**config.mk**
```make
export PLATFORM = sky130hd
export DESIGN_NAME = line_follow_ctrl
export DESIGN_NICKNAME = d
export VERILOG_FILES = /design/src/rtl/lfc_pkg.sv /design/src/rtl/lfc_cmd_fifo.sv /design/src/rtl/line_follow_ctrl.sv
export SDC_FILE = /design/constraint.sdc
export NUM_CORES = 1
export LEC_CHECK = 0
export CAP_MARGIN = 15
export CORE_MARGIN = 5
export CORE_UTILIZATION = 64
export DETAILED_ROUTE_END_ITERATION = 16
export PLACE_DENSITY_LB_ADDON = 0.2
export SLEW_MARGIN = 5
export SYNTH_ARGS = -nofsm -noshare
export SYNTH_HDL_FRONTEND = slang
export SYNTH_SLANG_ARGS = --single-unit
export TNS_END_PERCENT = 100
```
**constraint.sdc**
```tcl
create_clock -name clk -period 6.4 [get_ports clk]
set_input_delay 0.96 -clock clk [delete_from_list [all_inputs] [get_ports clk]]
set_output_delay 0.96 -clock clk [all_outputs]
set_load 0.01 [all_outputs]
```
**src/rtl/lfc_pkg.sv**
```systemverilog
// Shared types and constants for the line-following controller.
package lfc_pkg;

   localparam int unsigned TIMER_W = 32;
   localparam int unsigned BYTE_W  = 8;

   typedef enum logic [3:0] {
      IDLE, FOLLOW, CROSS_WAIT, TURN_R, TURN_L, STRAIGHT, UTURN_1, UTURN_2, REPORT
   } lfc_state_e;

   localparam logic [BYTE_W-1:0] CMD_RIGHT    = 8'd1;
   localparam logic [BYTE_W-1:0] CMD_LEFT     = 8'd2;
   localparam logic [BYTE_W-1:0] CMD_STRAIGHT = 8'd3;
   localparam logic [BYTE_W-1:0] CMD_UTURN    = 8'd4;

   localparam logic [BYTE_W-1:0] RPT_RIGHT     = 8'd11;
   localparam logic [BYTE_W-1:0] RPT_LEFT      = 8'd21;
   localparam logic [BYTE_W-1:0] RPT_STRAIGHT  = 8'd31;
   localparam logic [BYTE_W-1:0] RPT_UTURN     = 8'd41;
   localparam logic [BYTE_W-1:0] RPT_BAD_CMD   = 8'hEE;
   localparam logic [BYTE_W-1:0] RPT_LINE_LOST = 8'hF0;

   typedef struct packed {
      logic l_en;
      logic l_dir;
      logic r_en;
      logic r_dir;
   } motor_cmd_t;

   // Left forward is dir 1, right forward is dir 0.
   localparam motor_cmd_t MOTOR_OFF     = '{l_en: 1'b0, l_dir: 1'b1, r_en: 1'b0, r_dir: 1'b0};
   localparam motor_cmd_t MOTOR_FWD     = '{l_en: 1'b1, l_dir: 1'b1, r_en: 1'b1, r_dir: 1'b0};
   localparam motor_cmd_t MOTOR_PIVOT_R = '{l_en: 1'b1, l_dir: 1'b1, r_en: 1'b1, r_dir: 1'b1};
   localparam motor_cmd_t MOTOR_PIVOT_L = '{l_en: 1'b1, l_dir: 1'b0, r_en: 1'b1, r_dir: 1'b0};
   localparam motor_cmd_t MOTOR_STEER_L = '{l_en: 1'b0, l_dir: 1'b1, r_en: 1'b1, r_dir: 1'b0};
   localparam motor_cmd_t MOTOR_STEER_R = '{l_en: 1'b1, l_dir: 1'b1, r_en: 1'b0, r_dir: 1'b0};

endpackage

```
**src/rtl/lfc_cmd_fifo.sv**
```systemverilog
// Command byte FIFO with registered full/empty/count and first-word-fall-through read.
module lfc_cmd_fifo #(
   parameter int unsigned DEPTH = 4,
   parameter int unsigned WIDTH = 8
) (
   input  logic                       clk,
   input  logic                       reset,
   input  logic                       flush,
   input  logic                       push,
   input  logic [WIDTH-1:0]           wr_data,
   input  logic                       pop,
   output logic [WIDTH-1:0]           rd_data,
   output logic                       full,
   output logic                       empty,
   output logic [$clog2(DEPTH):0]     count
);

   localparam int unsigned PTR_W = $clog2(DEPTH);
   localparam int unsigned CNT_W = PTR_W + 1;

   logic [WIDTH-1:0] mem [DEPTH];
   logic [PTR_W-1:0] wr_ptr, rd_ptr;
   logic [CNT_W-1:0] count_n;
   logic             do_push, do_pop;

   // A push on a full FIFO is allowed when a pop frees the slot in the same cycle.
   assign do_push = push && (!full || pop);
   assign do_pop  = pop && !empty;
   assign count_n = count + CNT_W'(do_push) - CNT_W'(do_pop);
   assign rd_data = mem[rd_ptr];

   always_ff @(posedge clk) begin
      if (do_push) mem[wr_ptr] <= wr_data;
   end

   always_ff @(posedge clk) begin
      if (reset || flush) begin
         wr_ptr <= '0;
         rd_ptr <= '0;
         count  <= '0;
         full   <= 1'b0;
         empty  <= 1'b1;
      end else begin
         if (do_push) wr_ptr <= wr_ptr + PTR_W'(1);
         if (do_pop)  rd_ptr <= rd_ptr + PTR_W'(1);
         count <= count_n;
         full  <= (count_n == CNT_W'(DEPTH));
         empty <= (count_n == '0);
      end
   end

endmodule

```
**src/rtl/line_follow_ctrl.sv**
```systemverilog
// Line-following robot controller: follows a line, executes queued turn commands at crossings.
// Optional line-lost watchdog enabled by defining LFC_WATCHDOG_EN.
module line_follow_ctrl
   import lfc_pkg::*;
#(
   parameter int unsigned NUM_SENS     = 3,
   parameter int unsigned CMD_DEPTH    = 4,
   parameter int unsigned T_FOLLOW_MAX = 2000000,
   parameter int unsigned T_CROSS      = 8000000,
   parameter int unsigned T_TURN       = 8000000,
   parameter int unsigned T_UTURN      = 20000000
) (
   input  logic                         clk,
   input  logic                         reset,
   input  logic [NUM_SENS-1:0]          sensors,
   input  logic [7:0]                   rx_data,
   input  logic                         rx_valid,
   output logic                         rx_ready,
   output logic [7:0]                   tx_data,
   output logic                         tx_valid,
   input  logic                         tx_ready,
   output logic                         motor_l_en,
   output logic                         motor_l_dir,
   output logic                         motor_r_en,
   output logic                         motor_r_dir,
   output logic                         busy,
   output logic [$clog2(CMD_DEPTH):0]   cmd_count
);

   localparam int unsigned HALF = NUM_SENS / 2;

   lfc_state_e         state_q, state_d;
   logic [TIMER_W-1:0] timer_q;
   logic               fifo_full, fifo_empty, pop_c, flush_c;
   logic [BYTE_W-1:0]  fifo_head, rpt_code_c, tx_data_q;
   logic               tx_valid_q, busy_q;
   motor_cmd_t         motor_d, motor_q;
   logic               any_left, any_right, centre, any_set, all_ones;

   assign any_left  = |sensors[HALF-1:0];
   assign any_right = |sensors[NUM_SENS-1:HALF+1];
   assign centre    = sensors[HALF];
   assign any_set   = |sensors;
   assign all_ones  = &sensors;

   lfc_cmd_fifo #(.DEPTH(CMD_DEPTH), .WIDTH(BYTE_W)) u_fifo (
      .clk     (clk),
      .reset   (reset),
      .flush   (flush_c),
      .push    (rx_valid && !fifo_full),
      .wr_data (rx_data),
      .pop     (pop_c),
      .rd_data (fifo_head),
      .full    (fifo_full),
      .empty   (fifo_empty),
      .count   (cmd_count)
   );

`ifdef LFC_WATCHDOG_EN
   logic [TIMER_W-1:0] lost_q;
   logic               wd_abort_q, wd_abort_d, tracking_c, line_lost_c;

   assign tracking_c  = state_q inside {FOLLOW, TURN_R, TURN_L, STRAIGHT, UTURN_1, UTURN_2};
   assign line_lost_c = tracking_c && !any_set && (lost_q >= TIMER_W'(T_FOLLOW_MAX - 1));

   // Consecutive all-zero sensor cycles while tracking the line.
   always_ff @(posedge clk) begin
      if (reset) begin
         lost_q     <= '0;
         wd_abort_q <= 1'b0;
      end else begin
         wd_abort_q <= wd_abort_d;
         if (tracking_c && !any_set) begin
            if (lost_q != '1) lost_q <= lost_q + TIMER_W'(1);
         end else begin
            lost_q <= '0;
         end
      end
   end
`endif

   always_comb begin
      state_d    = state_q;
      pop_c      = 1'b0;
      flush_c    = 1'b0;
      rpt_code_c = '0;
`ifdef LFC_WATCHDOG_EN
      wd_abort_d = wd_abort_q;
`endif
      case (state_q)
         IDLE:       if (!fifo_empty) state_d = FOLLOW;
         FOLLOW: begin
            if (all_ones) state_d = CROSS_WAIT;
            else if (timer_q > TIMER_W'(T_FOLLOW_MAX)) state_d = IDLE;
         end
         CROSS_WAIT: begin
            if (timer_q >= TIMER_W'(T_CROSS - 1)) begin
               pop_c = !fifo_empty;
               if (fifo_empty) state_d = IDLE;
               else begin
                  case (fifo_head)
                     CMD_RIGHT:    state_d = TURN_R;
                     CMD_LEFT:     state_d = TURN_L;
                     CMD_STRAIGHT: state_d = STRAIGHT;
                     CMD_UTURN:    state_d = UTURN_1;
                     default: begin
                        state_d    = REPORT;
                        rpt_code_c = RPT_BAD_CMD;
                     end
                  endcase
               end
            end
         end
         TURN_R: if (any_set && timer_q > TIMER_W'(T_TURN)) begin
            state_d    = REPORT;
            rpt_code_c = RPT_RIGHT;
         end
         TURN_L: if (any_set && timer_q > TIMER_W'(T_TURN)) begin
            state_d    = REPORT;
            rpt_code_c = RPT_LEFT;
         end
         STRAIGHT: if (any_set && timer_q > TIMER_W'(T_FOLLOW_MAX)) begin
            state_d    = REPORT;
            rpt_code_c = RPT_STRAIGHT;
         end
         UTURN_1: if (any_set && timer_q > TIMER_W'(T_UTURN)) state_d = UTURN_2;
         UTURN_2: if (any_set && timer_q > TIMER_W'(T_UTURN)) begin
            state_d    = REPORT;
            rpt_code_c = RPT_UTURN;
         end
         REPORT: if (tx_ready) begin
            state_d = fifo_empty ? IDLE : FOLLOW;
`ifdef LFC_WATCHDOG_EN
            if (wd_abort_q) state_d = IDLE;
            wd_abort_d = 1'b0;
`endif
         end
         default: state_d = IDLE;
      endcase
`ifdef LFC_WATCHDOG_EN
      // Line lost overrides any normal transition and drops queued commands.
      if (line_lost_c) begin
         state_d    = REPORT;
         rpt_code_c = RPT_LINE_LOST;
         pop_c      = 1'b0;
         flush_c    = 1'b1;
         wd_abort_d = 1'b1;
      end
`endif
      case (state_d)
         FOLLOW: begin
            if (any_left && !centre && !any_right)      motor_d = MOTOR_STEER_L;
            else if (any_right && !centre && !any_left) motor_d = MOTOR_STEER_R;
            else                                        motor_d = MOTOR_FWD;
         end
         CROSS_WAIT, STRAIGHT:      motor_d = MOTOR_FWD;
         TURN_R, UTURN_1, UTURN_2:  motor_d = MOTOR_PIVOT_R;
         TURN_L:                    motor_d = MOTOR_PIVOT_L;
         default:                   motor_d = MOTOR_OFF;
      endcase
   end

   always_ff @(posedge clk) begin
      if (reset) begin
         state_q    <= IDLE;
         timer_q    <= '0;
         motor_q    <= MOTOR_OFF;
         tx_valid_q <= 1'b0;
         tx_data_q  <= '0;
         busy_q     <= 1'b0;
      end else begin
         state_q    <= state_d;
         motor_q    <= motor_d;
         tx_valid_q <= (state_d == REPORT);
         busy_q     <= (state_d != IDLE);
         if (state_d == REPORT && state_q != REPORT) tx_data_q <= rpt_code_c;
         if (state_d != state_q)  timer_q <= '0;
         else if (timer_q != '1)  timer_q <= timer_q + TIMER_W'(1);
      end
   end

   assign rx_ready    = !fifo_full;
   assign tx_valid    = tx_valid_q;
   assign tx_data     = tx_data_q;
   assign busy        = busy_q;
   assign motor_l_en  = motor_q.l_en;
   assign motor_l_dir = motor_q.l_dir;
   assign motor_r_en  = motor_q.r_en;
   assign motor_r_dir = motor_q.r_dir;

endmodule
```
# Yosys cells after proc, flatten, opt, wreduce, memory -nomap -nowiden
# Memory sizes are Yosys's and may differ from the RTL's. A register that Yosys moved wholly into a read port is not among the register bits.
# Index checks and enable logic that the tools add are counted.
totals:
  regBits: 59
  ramBits: 32
  output_inout_bits: 18
  elab_cells: 105
  n_memories: 1
op_classes:
  n_addsub: 5
  n_lt_le_gt_ge: 4
  n_eq_ne: 24
  mux: 30
  reduce_logical: 27
mem_list:
  columns: ["memory", "words", "word_bits", "read_ports", "rd_ports_with_merged_regs", "write_ports", "line_no", "source"]
  rows:
  - ["u_fifo.mem", 4, 8, 1, 1, 1, "lfc_cmd_fifo.sv:21", "logic [WIDTH-1:0] mem [DEPTH];"]
ops:
  columns: ["operator", "count"]
  rows:
  - ["4-bit 2-to-1 mux", 12]
  - ["8-bit one-hot mux with 5 select lines", 1]
  - ["32-bit by 1-bit adder with 32-bit output (second input constant)", 1]
  - ["4-bit by 3-bit == test with 1-bit output (second input constant)", 8]
  - ["32-bit by 23-bit >= comparator with 1-bit output (second input constant)", 1]
  - ["32-bit by 21-bit > comparator with 1-bit output (second input constant)", 1]
  - ["32-bit by 23-bit > comparator with 1-bit output (second input constant)", 1]
  - ["32-bit by 25-bit > comparator with 1-bit output (second input constant)", 1]
  - ["32-bit != test (second input constant)", 1]
  - ["4-bit one-hot mux with 4 select lines", 2]
  - ["4-bit one-hot mux with 8 select lines", 1]
  - ["8-bit 2-to-1 mux", 3]
  - ["4-bit by 2-bit == test with 1-bit output (second input constant)", 4]
  - ["8-bit by 2-bit == test with 1-bit output (second input constant)", 2]
  - ["1-bit logical AND", 11]
  - ["5-bit 2-to-1 mux", 2]
  - ["4-bit by 1-bit == test with 1-bit output (second input constant)", 2]
  - ["4-bit == test (second input constant)", 2]
  - ["8-bit by 1-bit == test with 1-bit output (second input constant)", 1]
  - ["8-bit by 3-bit == test with 1-bit output (second input constant)", 1]
  - ["2-bit 2-to-1 mux", 3]
  - ["6-bit 2-to-1 mux", 1]
  - ["2-bit OR reduction", 3]
  - ["3-bit OR reduction", 2]
  - ["other kinds (14)", 23]

# Longest topological paths before layout
# Gate-level depths: netlist of run 1.
depth:
  word_depth: 8
  depth_mapped: 14

# By module
# Synthesis of run 1 repeated with hierarchy kept, for this count alone.
hier_totals:
  hier_cells: 480
  hier_area_um2: 4882.2
modules_own_cells:
  columns: ["mod", "instances", "cells_per_inst", "area_per_inst_um2", "seq_area_each_um2"]
  rows:
  - ["line_follow_ctrl", 1, 385, 3206.8, 980.9]
  - ["lfc_cmd_fifo", 1, 95, 1675.4, 1181.1]

# Worst setup path after synthesis of run 1
# OpenSTA, ideal clock, no wires.
synth_timing:
  path_type: "reg2reg"
  start: "reg timer_q[20]"
  end: "reg u_fifo.full"
  setup_time_ns: 0.115
  arrival_ns: 3.010
  required_ns: 6.285
  setup_slack_ns: 3.275
  stages_incl_launch_ff: 15
  period_less_slack_ns: 3.125
  path_cell_list: "dfxtp_1 -> buf_2 -> nand4_1 -> or3_1 -> a311o_1 -> a21oi_1 -> ha_1 -> inv_1 -> ha_1 -> inv_1 -> fa_1 -> xor2_1 -> xnor2_1 -> nor2_1 -> and3_1"
synth_via:
  word_cells_on_any_way: 9
synth_rtl:
  columns: ["element", "line_no", "source"]
  rows:
  - ["start, declared", "line_follow_ctrl.sv:33", "logic [TIMER_W-1:0] timer_q;"]
  - ["start signal, assigned", "line_follow_ctrl.sv:178", "else if (timer_q != '1) timer_q <= timer_q + TIMER_W'(1);"]
  - ["32-bit by 23-bit >= comparator with 1-bit output", "line_follow_ctrl.sv:97", "if (timer_q >= TIMER_W'(T_CROSS - 1)) begin"]
  - ["1-bit 2-to-1 mux", "line_follow_ctrl.sv:97", null]
  - ["1-bit 2-to-1 mux", "line_follow_ctrl.sv:90", "case (state_q)"]
  - ["1-bit logical AND", "lfc_cmd_fifo.sv:28", "assign do_pop = pop && !empty;"]
  - ["via u_fifo.do_pop", "lfc_cmd_fifo.sv:24", "logic do_push, do_pop;"]
  - ["3-bit by 1-bit subtractor with 3-bit output", "lfc_cmd_fifo.sv:29", "assign count_n = count + CNT_W'(do_push) - CNT_W'(do_pop);"]
  - ["3-bit == test", "lfc_cmd_fifo.sv:47", "full <= (count_n == CNT_W'(DEPTH));"]
  - ["end signal, assigned", "lfc_cmd_fifo.sv:47", null]
  - ["end, declared", "lfc_cmd_fifo.sv:13", "output logic full,"]
# The timed path passes the listed nets, and every way through them passes these cells.
# A chain may end at the register's enable or synchronous reset.

# Final worst setup path of run 1
# Ends and elaborated chain as after synthesis.

==> flow_metrics.py, run 1 <==
metrics = {
    "outcome": {
        "status": "finished clean",
    },
    "floorplan": {
        "rows": 31,
        "die-area_um2": 9480,
        "die_w_um": 97.4,
        "initial_core_util_pct": 66.6,
        "core-area_um2": 7330,
        "die-height_um": 97.4,
        "pin_count": 33,
    },
    "global_routing": {
        "antenna_found_initial": 0,
        "overflow": 0,
        "grt_first_pass_wirelength_mm": 17.8,
        "grt_usage_pct": 22.6,
        "grt_max_degree": 33,
        "first_global_vias": 3537,
    },
    "timing": {
        "min_period_ns": 3.56,
        "setup_viol": 0,
        "fin_ws_ns": 2.84,
        "hold_viol_final": 0,
        "rsz0062_at_grt": "false",
        "drv_slew": 0,
        "worstMarginPinSlew_ns": 0.861,
        "whs_ns": 0.480,
        "setup_tns_ns": 0,
        "fmax_mhz": 281,
        "fin_worst_skew_ns": 0.0148,
        "fin_crit_sh_pct": 55.6,
        "slew_headroom_pct": 42.5,
    },
    "critical_path": {
        "reg2reg_depth": 13,
        "r2r_end": "u_fifo.full$_SDFF_PP0_",
        "worst_ep_required_time_ns": 6.67,
        "path_max_fanout": 9,
        "cp_slowest_stage_delay_ns": 0.52,
        "startpoint_type": "register",
        "cp-startpoint": "timer_q[20]$_SDFFE_PP0P_",
        "r2r_slack_ns": 2.84,
        "crit_arrival_ns": 3.82,
        "cpMaxStageDelayCell": "dfxtp_1",
        "cp-end-kind": "register",
        "r2r-start": "timer_q[20]$_SDFFE_PP0P_",
        "critPathKind": "reg2reg",
        "crit_chain": "nand4_1 -> or3_1 -> a311o_1 -> a21oi_1 -> ha_1 -> inv_1 -> ha_1 -> inv_1 -> fa_1 -> xor2_1 -> xnor2_1 -> nor2_1 -> and3_1",
    },
    "layout": {
        "final_area_um2": 5390,
        "fin_nets": 503,
        "antennaDiodeCount": 0,
        "final_util_pct": 73.5,
        "drive_gt1_share_pct": 14.5,
        "seqCellArea_um2": 2160,
        "nFillCells": 496,
        "finalNonFillerCells": 583,
        "multiInputGateArea_um2": 2510,
        "syn_to_final_growth_pct": 10.4,
    },
    "yosys": {
        "async_flop_share_pct": 0,
        "syn_nets": 491,
        "ys_seq_area_share_pct": 44.3,
        "postSynthAreaPerCell_um2": 10.5,
        "synth-edff-count": 32,
        "yosys.area_share.simple_pct": 29.1,
        "synth_top_flop_cell": "dfxtp_1",
        "synth_top_family_by_area": "simple AND/OR/NAND/NOR gates",
        "syn_area_um2": 4880,
        "synth_warnings": 0,
        "synth_seq_cells": 92,
        "synthAdderAreaFrac_pct": 2.46,
        "synth_cell_types": 71,
        "synth_compound_area_share_pct": 10.6,
        "synthXorXnorAreaFrac_pct": 6.64,
        "synthMuxAreaShare_pct": 2.05,
        "syn_inst": 467,
    },
    "detailed_routing": {
        "wire_per_inst_um": 17.9,
        "vias_per_cell": 6.39,
        "ant_nets": 0,
        "vias": 3723,
        "drtIter0Drc": 358,
        "drtPass1Iterations": 5,
        "drc": 0,
        "routed_wl_mm": 10.4,
    },
    "power": {
        "internal_power_mw": 0.873,
        "p_sw_mw": 0.395,
        "p_per_area_nw_per_um2": 235,
        "finalPower_mw": 1.27,
        "p_sw_share_pct": 31.1,
        "pwr-share-comb_pct": 16.8,
        "seqPwrFrac_pct": 52.3,
        "vdd_drop_max_v": 0.000256,
        "leakagePower_nw": 1.71,
        "clkPwrFrac_pct": 31.0,
    },
    "min_path": {
        "hp-class": "reg2reg",
        "hold_depth": 1,
        "hold_end": "tx_data[4]$_SDFFE_PP0P_",
        "hp-start": "tx_data[4]$_SDFFE_PP0P_",
    },
    "clocking": {
        "cts_tree": "yes",
        "cts_buffers": 9,
        "clk_pin_slew_ns": 0.11,
        "ctsResizeCount": 0,
        "root_buffer": "clkbuf_8",
        "ctsHtreeMaxLevel": 3,
        "clock_latency_ns": 0.37,
        "hold_buffers": 0,
        "cts_setup_buffers": 0,
        "clock-sinks": 92,
        "clk_path_buf_depth": 2,
    },
    "placement": {
        "dp_hpwl_mm": 7.47,
        "place_area_um2": 5190,
        "dp_slack_ns": 2.81,
        "dpl.cell_count": 567,
        "port_buffers": 32,
        "gp_congestion": 0.938,
    },
    "job": {
        "cap_viol_max_count": 0,
    },
}
[power by group through the flow]
| stage | registers [mW] | logic, mW | clock network, mW |
|---|---|---|---|
| finish | 0.663 | 0.213 | 0.393 |
| global route | 0.668 | 0.231 | 0.432 |
| CTS | 0.663 | 0.213 | 0.398 |
| detailed placement | 0.676 | 0.212 | 0 |
| global placement | 0.675 | 0.205 | 0 |
| floorplan | 0.671 | 0.142 | 0 |
[registers in the layout (all words and copies together) (netlist names), named ones only]
| register | count |
|---|---|
| motor_l_dir | 1 |
| busy | 1 |
| u_fifo.count | 3 |
| tx_data | 7 |
| timer_q | 32 |
| motor_r_dir | 1 |
| u_fifo.empty | 1 |
| state_q | 4 |
| tx_valid | 1 |
| u_fifo.wr_ptr | 2 |
| u_fifo.full | 1 |
| u_fifo.mem | 32 |
| motor_r_en | 1 |
| u_fifo.rd_ptr | 2 |
| motor_l_en | 1 |
[cell usage after synthesis, drive strengths merged (13+ instances only)]
master | count | area (um^2)
buf | 22 | 144
dfxtp | 60 | 1200
nand4 | 14 | 87.6
nor3 | 18 | 100
nand2 | 22 | 82.6
nor2 | 37 | 141
xnor2 | 15 | 131
xor2 | 22 | 193
nand3 | 16 | 85.1
inv | 13 | 48.8
nor4 | 47 | 497
edfxtp | 32 | 961
[how the worst max path moves through the flow]
stage	endpoint	slack, ns	cells past startpoint
finish	u_fifo.full$_SDFF_PP0_	2.84	13
global route	u_fifo.full$_SDFF_PP0_	2.61	13
CTS	u_fifo.full$_SDFF_PP0_	2.83	13
detailed placement	motor_r_dir$_SDFF_PP0_	2.81	6
global placement	motor_r_dir$_SDFF_PP0_	2.88	6
floorplan	u_fifo.full$_SDFF_PP0_	3.27	14
[routing by layer]
layer,track usage (%),wire (um),up-vias
li1,-,-,1787
met1,30.4,4630,1819
met2,38.0,5220,106
met3,4.81,489,11
met4,4.47,91,0
met5,0,0,-
[area by class of cell]
type	count	area share [%]
flip-flops and latches	92	40.1
clock buffers	9	2.30
repair buffers	35	6.36
clock inverters	7	1.42
multi-input cells	328	46.6
inverters	13	0.905
well taps	99	2.30
[cell usage in the layout, fill, tap and decap left out, types with 6 or more instances in the layout]
cell,count
xnor2_1,15
nand4_1,14
and4_1,7
edfxtp_1,32
o31ai_1,6
nor2_1,36
clkbuf_8,9
ha_1,8
clkdlybuf4s50_1,32
and2_1,6
inv_1,13
o21ai_0,7
nor2b_1,6
nor4_1,16
nor3_1,16
nor4_2,30
nand3_1,15
and3_1,11
a21oi_1,12
xor2_1,22
dfxtp_1,60
nand2_1,22
[kinds of logic after synthesis]
family / Yosys count
AND/OR/NAND/NOR: 213
adder cells (fa/ha/maj): 9
buffers and inverters: 47
flip-flops: 92
multiplexers: 5
XOR/XNOR: 37
AO/OA/AOI/OAI: 64
[worst max-delay path, delay by kind of cell (launching register included)]
family / cells / cell delay [ns]
xor gates and xnor gates: 2 / 0.31
and+or+nand+nor: 4 / 0.92
AOI/OAI and AO/OA: 2 / 0.81
DFF: 1 / 0.52
buffers and inverters: 2 / 0.11
adders and majority gates: 3 / 0.79
Note: power is estimated with default switching activity, not from simulation.
==> inputs of run 2 (changes only) <==
--- a/config.mk
+++ b/config.mk
@@ -7,7 +7,7 @@
 export LEC_CHECK = 0
 export CAP_MARGIN = 15
 export CORE_MARGIN = 5
-export CORE_UTILIZATION = 64
+export CORE_UTILIZATION = 59
 export DETAILED_ROUTE_END_ITERATION = 16
 export PLACE_DENSITY_LB_ADDON = 0.2
 export SLEW_MARGIN = 5
==> constraint.sdc (replaced) <==
create_clock -name clk -period 3.7 [get_ports clk]
set_input_delay 0.555 -clock clk [delete_from_list [all_inputs] [get_ports clk]]
set_output_delay 0.555 -clock clk [all_outputs]
set_load 0.01 [all_outputs]
==> run 2 against run 1 <==
First-iteration DRC count fell by 15%. Non-clock buffer count rose by 5. Largest cell class unchanged. Critical path depth did not move. Sequential power rose by 73%. Count of clock-buffer cells in the layout did not move. Fmax rose by 5.7%. Global-route usage fell by 1.9 points. Largest power group unchanged. Clock power rose by 73%. Hold slack got worse by 0.019 ns. Final area rose by 1.1%.
==> flow_metrics.py, run 2 (synthesis gave the netlist of run 1 again) <==
metrics = {
    "power": {
        "leakagePower_nw": 1.74,
        "vdd_drop_max_v": 0.000331,
        "p_per_area_nw_per_um2": 403,
    },
    "placement": {
        "port_buffers": 32,
        "dp_hpwl_mm": 7.24,
        "gp_congestion": 0.962,
    },
    "timing": {
        "fmax_mhz": 297,
        "fin_crit_sh_pct": 90.9,
        "hold_viol_final": 0,
        "rsz0062_at_grt": "false",
        "setup_viol": 0,
        "drv_slew": 0,
        "min_period_ns": 3.36,
        "worstMarginPinSlew_ns": 0.725,
        "setup_tns_ns": 0,
        "slew_headroom_pct": 51.1,
        "fin_worst_skew_ns": 0.0143,
        "whs_ns": 0.462,
    },
    "detailed_routing": {
        "routed_wl_mm": 10.2,
        "drc": 0,
        "drtPass1Iterations": 5,
        "wire_per_inst_um": 17.2,
        "vias": 3724,
        "ant_nets": 0,
        "vias_per_cell": 6.27,
        "drtIter0Drc": 304,
    },
    "floorplan": {
        "initial_core_util_pct": 60.0,
        "core-area_um2": 8130,
        "pin_count": 33,
        "die_w_um": 101,
        "die-area_um2": 10200,
        "rows": 33,
        "die-height_um": 101,
    },
    "clocking": {
        "clock-sinks": 92,
        "root_buffer": "clkbuf_8",
        "ctsHtreeMaxLevel": 3,
        "clk_path_buf_depth": 2,
        "cts_tree": "yes",
        "clock_latency_ns": 0.37,
        "cts_buffers": 9,
        "clk_pin_slew_ns": 0.10,
    },
    "global_routing": {
        "first_global_vias": 3564,
        "antenna_found_initial": 0,
        "overflow": 0,
        "grt_first_pass_wirelength_mm": 17.0,
        "grt_max_degree": 33,
        "grt_usage_pct": 20.7,
    },
    "layout": {
        "fin_nets": 508,
        "final_common_cell": "dfxtp_1",
        "nFillCells": 634,
        "syn_to_final_growth_pct": 11.7,
        "drive_gt1_share_pct": 16.0,
        "layout_common_cells": "dfxtp_1 (60), nor2_1 (36), clkdlybuf4s50_1 (32), edfxtp_1 (32), nor4_2 (30)",
        "antennaDiodeCount": 0,
    },
    "critical_path": {
        "path_max_fanout": 7,
        "cp-end-kind": "register",
        "critPathKind": "reg2reg",
        "crit_arrival_ns": 3.63,
        "worst_ep_required_time_ns": 3.97,
        "startpoint_type": "register",
    },
    "job": {
        "cap_viol_max_count": 0,
    },
    "min_path": {
        "hp-class": "reg2reg",
    },
    "outcome": {
        "status": "finished clean",
    },
}
## run 2: worst max-delay path, cell delays in order (launching register included)
cell	delay [ns]
dfxtp_1	0.47
nand4_1	0.18
or3_1	0.41
a311o_1	0.46
a21oi_2	0.26
ha_1	0.26
inv_1	0.05
ha_1	0.13
inv_1	0.05
fa_1	0.37
xor2_1	0.20
xnor2_1	0.15
nor2_1	0.08
and3_1	0.18
## run 2: path summary, 6_finish.rpt
check,from,endpoint,slack [ns],cells after the start
max reg2reg,timer_q[22]$_SDFFE_PP0P_,u_fifo.full$_SDFF_PP0_,0.34,13
min reg2reg,tx_data[2]$_SDFFE_PP0P_,tx_data[2]$_SDFFE_PP0P_,0.46,1
min,tx_data[2]$_SDFFE_PP0P_,tx_data[2]$_SDFFE_PP0P_,0.46,1
max,timer_q[22]$_SDFFE_PP0P_,u_fifo.full$_SDFF_PP0_,0.34,13
## run 2: metrics by stage
step | instances | cell area [um^2] | worst slack, ns | utilization (%) | power (mW)
floorplan | 467 | 4880 | 0.575 | - | 1.41
global placement | 578 | 5240 | 0.394 | 64.4 | 1.53
detailed placement | 578 | 5240 | 0.118 | 64.4 | 1.54
CTS | 594 | 5440 | 0.115 | 66.8 | 2.21
global route | 594 | 5450 | 0.116 | 67.0 | 2.30
finish | 594 | 5450 | 0.336 | 67.0 | 2.20
## run 2: power by group
part           total, mW  switching (mW)  internal [mW]
clock network      0.680           0.411          0.269
registers           1.15          0.0376           1.11
logic              0.374           0.231          0.142
total               2.20           0.680           1.52
## run 2: timing repair
action | CTS | global route
setup buffers | 0 | 0
hold buffers | 0 | 0
resized for setup | 0 | 3
setup endpoints to repair | 0 | 2
## run 2: cell type report
cell class	count	area [um^2]	area share, %
multi-input combinational	328	2530	46.4
sequential	92	2160	39.7
timing repair buffer	40	380	6.98
tap	105	131	2.41
clock buffer	9	124	2.27
clock inverter	7	76.3	1.40
inverter	13	48.8	0.895
## run 2: metal layers
layer | up-vias | share of wire, % | GRT usage [%]
met2 | 112 | 48 | 33.9
met5 | - | 0 | 0
met1 | 1790 | 45 | 27.4
met3 | 23 | 4.5 | 3.81
met4 | 0 | 2.1 | 7.77
li1 | 1799 | - | -
==> inputs of run 3 (changes only) <==
--- a/config.mk
+++ b/config.mk
@@ -7,7 +7,7 @@
 export LEC_CHECK = 0
 export CAP_MARGIN = 15
 export CORE_MARGIN = 5
-export CORE_UTILIZATION = 59
+export CORE_UTILIZATION = 64
 export DETAILED_ROUTE_END_ITERATION = 16
 export PLACE_DENSITY_LB_ADDON = 0.2
 export SLEW_MARGIN = 5
==> constraint.sdc (replaced) <==
create_clock -name clk -period 4.3 [get_ports clk]
set_input_delay 0.645 -clock clk [delete_from_list [all_inputs] [get_ports clk]]
set_output_delay 0.645 -clock clk [all_outputs]
set_load 0.01 [all_outputs]
==> run 3 against run 2 <==
Final cell count fell by 1.7%. Via count rose by 0.91%. Flip-flop and latch count did not move. Power fell by 15%. Core utilization rose by 6.4 points. Sequential power fell by 14%. Sequential share of layout area rose by 0.50 points. Critical endpoint unchanged. Largest power group unchanged.
==> flow_metrics.py, run 3 (synthesis gave the netlist of run 1 again) <==
metrics = {
    "timing": {
        "fin_ws_ns": 0.835,
        "slew_headroom_pct": 43.1,
        "fin_worst_skew_ns": 0.0123,
        "rsz0062_at_grt": "false",
        "drv_slew": 0,
        "fmax_mhz": 289,
        "setup_tns_ns": 0,
        "setup_viol": 0,
        "fin_crit_sh_pct": 80.6,
        "hold_viol_final": 0,
        "min_period_ns": 3.47,
        "worstMarginPinSlew_ns": 0.852,
    },
    "clocking": {
        "root_buffer": "clkbuf_8",
        "clock-sinks": 92,
        "ctsResizeCount": 0,
        "clk_path_buf_depth": 2,
        "cts_setup_buffers": 0,
        "clk_pin_slew_ns": 0.10,
        "cts_tree": "yes",
        "clock_latency_ns": 0.37,
        "hold_buffers": 0,
        "cts_buffers": 9,
        "ctsHtreeMaxLevel": 3,
    },
    "layout": {
        "antennaDiodeCount": 0,
        "final_area_um2": 5390,
        "final_common_cell": "dfxtp_1",
        "final_util_pct": 73.5,
        "drive_gt1_share_pct": 14.6,
        "nFillCells": 521,
        "fin_nets": 504,
        "syn_to_final_growth_pct": 10.3,
        "layout_common_cells": "dfxtp_1 (60), nor2_1 (36), clkdlybuf4s50_1 (32), edfxtp_1 (32), nor4_2 (30)",
    },
    "global_routing": {
        "top_usage_layer": "met2",
        "overflow": 0,
        "use_met2_pct": 38.6,
        "met1_usage_pct": 29.6,
        "antenna_found_initial": 0,
        "grt_first_pass_wirelength_mm": 18.1,
        "grt_max_degree": 33,
        "met3_usage_pct": 4.38,
        "grt_usage_pct": 23.2,
        "first_global_vias": 3733,
    },
    "min_path": {
        "hp-class": "reg2reg",
    },
    "power": {
        "p_per_area_nw_per_um2": 347,
        "finalPower_mw": 1.87,
        "leakagePower_nw": 1.71,
        "p_sw_share_pct": 30.6,
        "vdd_drop_max_v": 0.000252,
        "pwr-share-comb_pct": 17.2,
        "seqPwrFrac_pct": 52.8,
        "p_sw_mw": 0.571,
        "internal_power_mw": 1.30,
        "clkPwrFrac_pct": 30.0,
    },
    "floorplan": {
        "die-height_um": 97.4,
        "die_w_um": 97.4,
        "pin_count": 33,
        "initial_core_util_pct": 66.6,
        "core-area_um2": 7330,
        "die-area_um2": 9480,
        "rows": 31,
    },
    "detailed_routing": {
        "ant_nets": 0,
        "drtPass1Iterations": 5,
        "drtIter0Drc": 236,
        "drc": 0,
        "routed_wl_mm": 10.8,
        "vias": 3758,
        "wire_per_inst_um": 18.5,
        "vias_per_cell": 6.43,
    },
    "critical_path": {
        "worst_ep_required_time_ns": 4.56,
        "crit_arrival_ns": 3.73,
        "cp_slowest_stage_delay_ns": 0.49,
        "cp-end-kind": "register",
        "path_max_fanout": 8,
        "critPathKind": "reg2reg",
        "crit_chain": "nor4b_1 -> nand4_1 -> a311o_1 -> a21oi_1 -> ha_1 -> inv_1 -> ha_1 -> inv_1 -> fa_1 -> xor2_1 -> xnor2_1 -> nor2_1 -> and3_1",
        "worstPathBufferInverterCount": 2,
        "startpoint_type": "register",
        "cpMaxStageDelayCell": "dfxtp_1",
        "crit_family": "simple AND/OR/NAND/NOR gates",
    },
    "placement": {
        "place_area_um2": 5200,
        "port_buffers": 32,
        "dp_hpwl_mm": 7.77,
        "dp_slack_ns": 0.856,
        "gp_congestion": 0.931,
    },
    "outcome": {
        "status": "finished clean",
    },
    "job": {
        "cap_viol_max_count": 0,
    },
}
==> run 3: cell type report <==
type                            instances  area, um^2  area share, %
Timing Repair Buffer                   36         350           6.51
Sequential cell                        92        2160           40.1
Clock buffer                            9         124           2.30
Clock inverter                          7        62.6           1.16
Inverter                               13        48.8          0.906
Tap cell                               99         124           2.30
Multi-Input combinational cell        328        2510           46.7
==> run 3: worst paths after layout <==
path / from / endpoint / slack (ns) / depth (start not counted)
worst min-delay path: tx_data[2]$_SDFFE_PP0P_ / tx_data[2]$_SDFFE_PP0P_ / 0.46 / 1
worst max register to register: timer_q[12]$_SDFFE_PP0P_ / u_fifo.full$_SDFF_PP0_ / 0.83 / 13
worst max-delay path: timer_q[12]$_SDFFE_PP0P_ / u_fifo.full$_SDFF_PP0_ / 0.83 / 13
worst min register to register: tx_data[2]$_SDFFE_PP0P_ / tx_data[2]$_SDFFE_PP0P_ / 0.46 / 1
==> run 3: worst reg2reg max path, cell delays in order (launching register included) <==
cell,delay [ns]
dfxtp_1,0.49
nor4b_1,0.42
nand4_1,0.17
a311o_1,0.49
a21oi_1,0.33
ha_1,0.29
inv_1,0.05
ha_1,0.14
inv_1,0.05
fa_1,0.37
xor2_1,0.17
xnor2_1,0.13
nor2_1,0.07
and3_1,0.19
==> run 3: layer usage <==
layer / wire (um) / share of wire, %
met4: 317 / 2.9
met3: 568 / 5.3
met2: 5320 / 49
met1: 4600 / 43
met5: 0 / 0
==> run 3: power groups by stage <==
stage | Clock, mW | Combinational, mW | Sequential (mW)
after floorplan | 0 | 0.211 | 0.999
after global placement | 0 | 0.315 | 1.00
after detailed placement | 0 | 0.321 | 1.01
after CTS | 0.572 | 0.322 | 0.987
after global routing | 0.612 | 0.349 | 0.992
final | 0.561 | 0.322 | 0.986
==> run 3: per-stage QoR <==
| step | hold slack, ns | std cells |
|---|---|---|
| after CTS | 0.468 | 584 |
| after floorplan | 0.485 | 467 |
| after global placement | 0.438 | 568 |
| after detailed placement | 0.444 | 568 |
| final | 0.464 | 584 |
| after global routing | 0.492 | 584 |
